--- config.mk ---
export PLATFORM = sky130hd
export DESIGN_NAME = gray_ptr_sync
export DESIGN_NICKNAME = d
export VERILOG_FILES = /design/src/rtl/gray_sync_pkg.sv /design/src/rtl/sync_stage_chain.sv /design/src/rtl/gray_ptr_sync.sv
export SDC_FILE = /design/constraint.sdc
export NUM_CORES = 1
export LEC_CHECK = 0
export CELL_PAD_IN_SITES_DETAIL_PLACEMENT = 1
export CELL_PAD_IN_SITES_GLOBAL_PLACEMENT = 1
export CORE_MARGIN = 2
export CORE_UTILIZATION = 33
export DETAILED_ROUTE_END_ITERATION = 8
export GPL_ROUTABILITY_DRIVEN = 0
export PLACE_DENSITY_LB_ADDON = 0.1
export SYNTH_ARGS = -nofsm -noshare
export SYNTH_HDL_FRONTEND = slang
export SYNTH_SLANG_ARGS = --single-unit
export TNS_END_PERCENT = 100
--- constraint.sdc ---
create_clock -name clk -period 3 [get_ports clk]
set_clock_uncertainty 0.15 [all_clocks]
set_input_delay 0.45 -clock clk [delete_from_list [all_inputs] [get_ports clk]]
set_output_delay 0.45 -clock clk [all_outputs]
set_load 0.005 [all_outputs]
--- src/rtl/gray_sync_pkg.sv ---
// ============================================================================
// Module : gray_sync_pkg
// Brief  : Gray/binary conversion helpers and synchroniser depth limits.
// Rev    : 1.0  initial release
// ============================================================================
`default_nettype none

package gray_sync_pkg;

   localparam int STAGES_MIN = 2;
   localparam int STAGES_MAX = 4;

   // Converts a Gray code whose MSB index is msb; bits above msb return 0.
   function automatic logic [31:0] gray2bin(input logic [31:0] g, input int msb);
      logic [31:0] b;
      b = '0;
      for (int i = 31; i >= 0; i--) begin
         if (i == msb)
            b[i] = g[i];
         else if (i < msb)
            b[i] = g[i] ^ b[i+1];
      end
      return b;
   endfunction

   function automatic logic [31:0] bin2gray(input logic [31:0] b);
      return b ^ (b >> 1);
   endfunction

endpackage

`default_nettype wire

--- src/rtl/sync_stage_chain.sv ---
// ============================================================================
// Module : sync_stage_chain
// Brief  : Bare multi-flop synchroniser chain, async active-low reset.
// Rev    : 1.0  initial release
// ============================================================================
`default_nettype none

module sync_stage_chain
   import gray_sync_pkg::*;
#(
   parameter int Width  = 5,
   parameter int Stages = 2
) (
   input  logic         clk,
   input  logic         rst,
   input  logic [Width:0] i_d,
   output logic [Width:0] o_q
);

   if (Stages < STAGES_MIN || Stages > STAGES_MAX) begin : g_bad_stages
      $error("sync_stage_chain: Stages=%0d outside %0d..%0d", Stages, STAGES_MIN, STAGES_MAX);
   end

   (* ASYNC_REG = "TRUE" *) logic [Stages-1:0][Width:0] r_stage;

   for (genvar k = 0; k < Stages; k++) begin : g_stage
      if (k == 0) begin : g_first
         always_ff @(posedge clk or negedge rst) begin
            if (!rst) r_stage[0] <= '0;
            else      r_stage[0] <= i_d;
         end
      end else begin : g_next
         always_ff @(posedge clk or negedge rst) begin
            if (!rst) r_stage[k] <= '0;
            else      r_stage[k] <= r_stage[k-1];
         end
      end
   end

   assign o_q = r_stage[Stages-1];

endmodule

`default_nettype wire

--- src/rtl/gray_ptr_sync.sv ---
// ============================================================================
// Module : gray_ptr_sync
// Brief  : Gray pointer CDC synchroniser with binary, advance and jump error.
// Rev    : 1.0  initial release
// ============================================================================
`default_nettype none

module gray_ptr_sync
   import gray_sync_pkg::*;
#(
   parameter int Width  = 5,
   parameter int Stages = 2,
   parameter int MaxAdv = 2**Width
) (
   input  logic           clk,
   input  logic           rst,
   input  logic [Width:0] syn_in,
   input  logic           err_clr,
   output logic [Width:0] syn_out,
   output logic [Width:0] bin_out,
   output logic           changed,
   output logic [Width:0] advance,
   output logic           err
);

   logic [Width:0] w_sync;
   logic [Width:0] w_bin_next;
   logic [Width:0] w_adv;
   logic           w_err_set;

   logic [Width:0] r_bin;
   logic [Width:0] r_adv;
   logic           r_changed;
   logic           r_err;

   sync_stage_chain #(
      .Width  (Width),
      .Stages (Stages)
   ) u_chain (
      .clk (clk),
      .rst (rst),
      .i_d (syn_in),
      .o_q (w_sync)
   );

   // Advance wraps naturally at the pointer width, so 63 -> 0 reads as 1.
   assign w_bin_next = (Width+1)'(gray2bin(32'(w_sync), Width));
   assign w_adv      = w_bin_next - r_bin;
   assign w_err_set  = 32'(w_adv) > 32'(MaxAdv);

   always_ff @(posedge clk or negedge rst) begin
      if (!rst) begin
         r_bin     <= '0;
         r_adv     <= '0;
         r_changed <= 1'b0;
         r_err     <= 1'b0;
      end else begin
         r_bin     <= w_bin_next;
         r_adv     <= w_adv;
         r_changed <= (w_adv != '0);
         r_err     <= w_err_set | (r_err & ~err_clr);
      end
   end

   assign syn_out = w_sync;
   assign bin_out = r_bin;
   assign advance = r_adv;
   assign changed = r_changed;
   assign err     = r_err;

endmodule

`default_nettype wire

==> results.json, run 1 <==
{
  "cts_max_path_buffers": 2,
  "synth_area_mm2": 0.001033,
  "cts_buffers": 3,
  "grt_pass1_vias": 704,
  "synth_top_cell_by_area": "dfrtp_1",
  "final_cell_area_mm2": 0.001510,
  "status": "finished clean",
  "area_growth_syn_to_layout_pct": 46.13,
  "cts-root-buf": "clkbuf_4",
  "ctsHoldBuffers": 0,
  "worst_slack_ns": 0.02174,
  "port_buffers": 28,
  "vias_per_cell": 4.189,
  "synth-adder-area-share_pct": 7.990,
  "synthTopCellsByArea": "dfrtp_1 (63%), ha_1 (6.1%), xor2_2 (4.7%), buf_4 (4.4%), inv_1 (3.6%)",
  "holdCritPathClass": "flop to flop",
  "routedWlPerCell_um": 10.69,
  "cellPowerDensity_mw_per_mm2": 717.2,
  "synth-compound-area-share_pct": 4.964,
  "clkTransAtPathRegs_ns": 0.14,
  "synth_top_family_by_area": "XOR/XNOR gates",
  "start_util_pct": 34.13,
  "grt_pass1_wl_mm": 2.960,
  "synth_xor_area_share_pct": 11.38,
  "most-common-layout-cells": "clkdlybuf4s50_1 (28), dfrtp_1 (26), buf_4 (13)",
  "startpoint_type": "flop",
  "fp.dieH_um": 59.96,
  "synthSimpleGateAreaFrac_pct": 4.722,
  "drive_gt1_share_pct": 27.83,
  "period_minus_slack_ns": 2.978,
  "setup_viol": 0,
  "coreArea_mm2": 0.003028,
  "hold_slack_ns": 0.2138,
  "wl_mm": 1.699,
  "place_ws_ns": -0.1701,
  "drc": 0,
  "htree_levels": 1,
  "cp.arrival_ns": 3.02,
  "fmax_ghz": 0.3358,
  "antenna_found_initial": 0,
  "ios": 29,
  "grt_max_degree": 27,
  "total_power_uw": 1083,
  "avgSynthCellArea_um2": 13.60,
  "die_x_um": 59.96,
  "dpl_cell_area_mm2": 0.001376,
  "synthMuxAreaShare_pct": 0,
  "tightestPinTransition_ns": 0.4116,
  "drt_iter0_drc": 4,
  "synth-warning-count": 0,
  "ys_types": 21,
  "num_rows": 20,
  "required_ns": 3.04,
  "final_nets": 131,
  "ir_drop_mv": 0.2570,
  "synth_fp_nets": 91,
  "crit_path_end_kind": "flop",
  "slew_violations": 0,
  "cap_violations": 0,
  "grt_setup_unrepaired": "yes",
  "dp_hpwl_mm": 1.267,
  "synth_top_area_share_pct": 62.95,
  "tritoncts": "yes",
  "hold_viol": 0,
  "synth_cells": 76,
  "fin_crit_sh_pct": 99.28,
  "track_usage_pct": 11.29,
  "route.vias.total": 666,
  "ant_nets": 0,
  "cp_max_fo": 2,
  "final_common_cell": "clkdlybuf4s50_1",
  "ys_seq_area_share_pct": 62.95,
  "diodes": 0,
  "clkSinkCount": 26,
  "path_class": "flop to flop",
  "die-area_mm2": 0.003595,
  "dr.pass1.iters": 3,
  "slew-limit-headroom_pct": 72.47,
  "power_leakage_uw": 0.0006790,
  "clkLatencyLatePin_ns": 0.31,
  "grt_overflow": 0,
  "ys_ff_latch": 26,
  "final_util_pct": 49.88
}
-- registers in the layout, summed over array words and instances (netlist names) --
name,cells
u_chain.r_stage,6
bin_out,6
err,1
changed,1
u_chain.o_q,6
advance,6
-- cell type report --
cell class	instances	area [um2]
Timing Repair Buffer	41	377.9
Inverter	10	37.54
Sequential cell	26	650.6
Multi-Input combinational cell	34	352.8
Fill cell	331	1518
Tap cell	44	55.05
Clock buffer	4	36.28
-- per-stage QoR --
step | instances | setup TNS (ns)
6_report | 159 | 0
5_1_grt | 159 | -0.5342
4_1_cts | 156 | -0.002065
3_5_place_dp | 149 | -0.3122
3_3_place_gp | 149 | -0.09427
2_1_floorplan | 76 | 0
-- worst paths after layout --
check	startpoint	cells after the start	slack [ns]	to
worst min-delay path	u_chain.r_stage[2]	0	0.21	u_chain.o_q[2]
min in group asynchronous	rst	2	0.34	advance[0]
worst max-delay path	u_chain.o_q[4]	13	0.02	err
worst max register to register	u_chain.o_q[4]	13	0.02	err
worst min register to register	u_chain.r_stage[2]	0	0.21	u_chain.o_q[2]
max in group asynchronous	rst	2	2.11	u_chain.o_q[3]
-- kinds of logic after synthesis --
kind of cell               count (synthesis)
xor gates and xnor gates                  10
AOI/OAI and AO/OA                          8
DFF                                       26
and+or+nand+nor                           10
buffers and inverters                     16
adders and majority gates                  6
-- layer usage --
| layer | part of all wire (%) | wire, um | track usage, % | vias to the layer above |
|---|---|---|---|---|
| li1 | - | - | - | 313 |
| met1 | 39 | 671 | 12.62 | 331 |
| met2 | 54 | 916 | 19.72 | 20 |
| met3 | 5.4 | 92 | 2.165 | 2 |
| met4 | 1.1 | 18 | 6.667 | 0 |
| met5 | 0 | 0 | 0 | - |
-- critical path: stages, from the launching register on --
cell and delay [ns]:
dfrtp_1 0.43, xor2_2 0.22, xor2_2 0.22, xnor2_2 0.16, xor2_2 0.19, xor2_1 0.17, ha_2 0.20, inv_2 0.04
fa_2 0.33, a21o_1 0.17, a21oi_2 0.17, xnor2_2 0.09, nor4_2 0.20, o22ai_1 0.11
-- synth_stat cells --
library cell and number:
dfrtp_1 26, inv_1 10, buf_4 6, ha_1 5
xor2_1 4, a21oi_1 3, nand2_1 3, xor2_2 3
nand2b_1 2, nor2_1 2, xnor2_1 2, a21o_1 1
a311oi_1 1, fa_1 1, nand3_1 1, nor4_1 1
o21ai_0 1, o22ai_1 1, o32ai_1 1, or3_1 1
xnor2_2 1
-- power by group --
| group | switching, uW | internal (uW) |
|---|---|---|
| sequential | 26.1 | 421 |
| combinational | 191 | 274 |
| clock | 96.4 | 74.1 |
| total | 314 | 770 |
-- repair_timing --
item,in CTS,in global routing
pin swaps,1,6
setup endpoints to repair,2,4
gates resized for setup,7,4
setup buffers,3,3
(Power assumes the default switching activity.)
==> run 2: changes to the inputs <==
--- a/config.mk
+++ b/config.mk
@@ -9,6 +9,7 @@
 export CELL_PAD_IN_SITES_GLOBAL_PLACEMENT = 1
 export CORE_MARGIN = 2
 export CORE_UTILIZATION = 33
+export CTS_CLUSTER_SIZE = 16
 export DETAILED_ROUTE_END_ITERATION = 8
 export GPL_ROUTABILITY_DRIVEN = 0
 export PLACE_DENSITY_LB_ADDON = 0.1
==> results of run 2 <==
Final layout, timing and power as in run 1 (identical DEF).
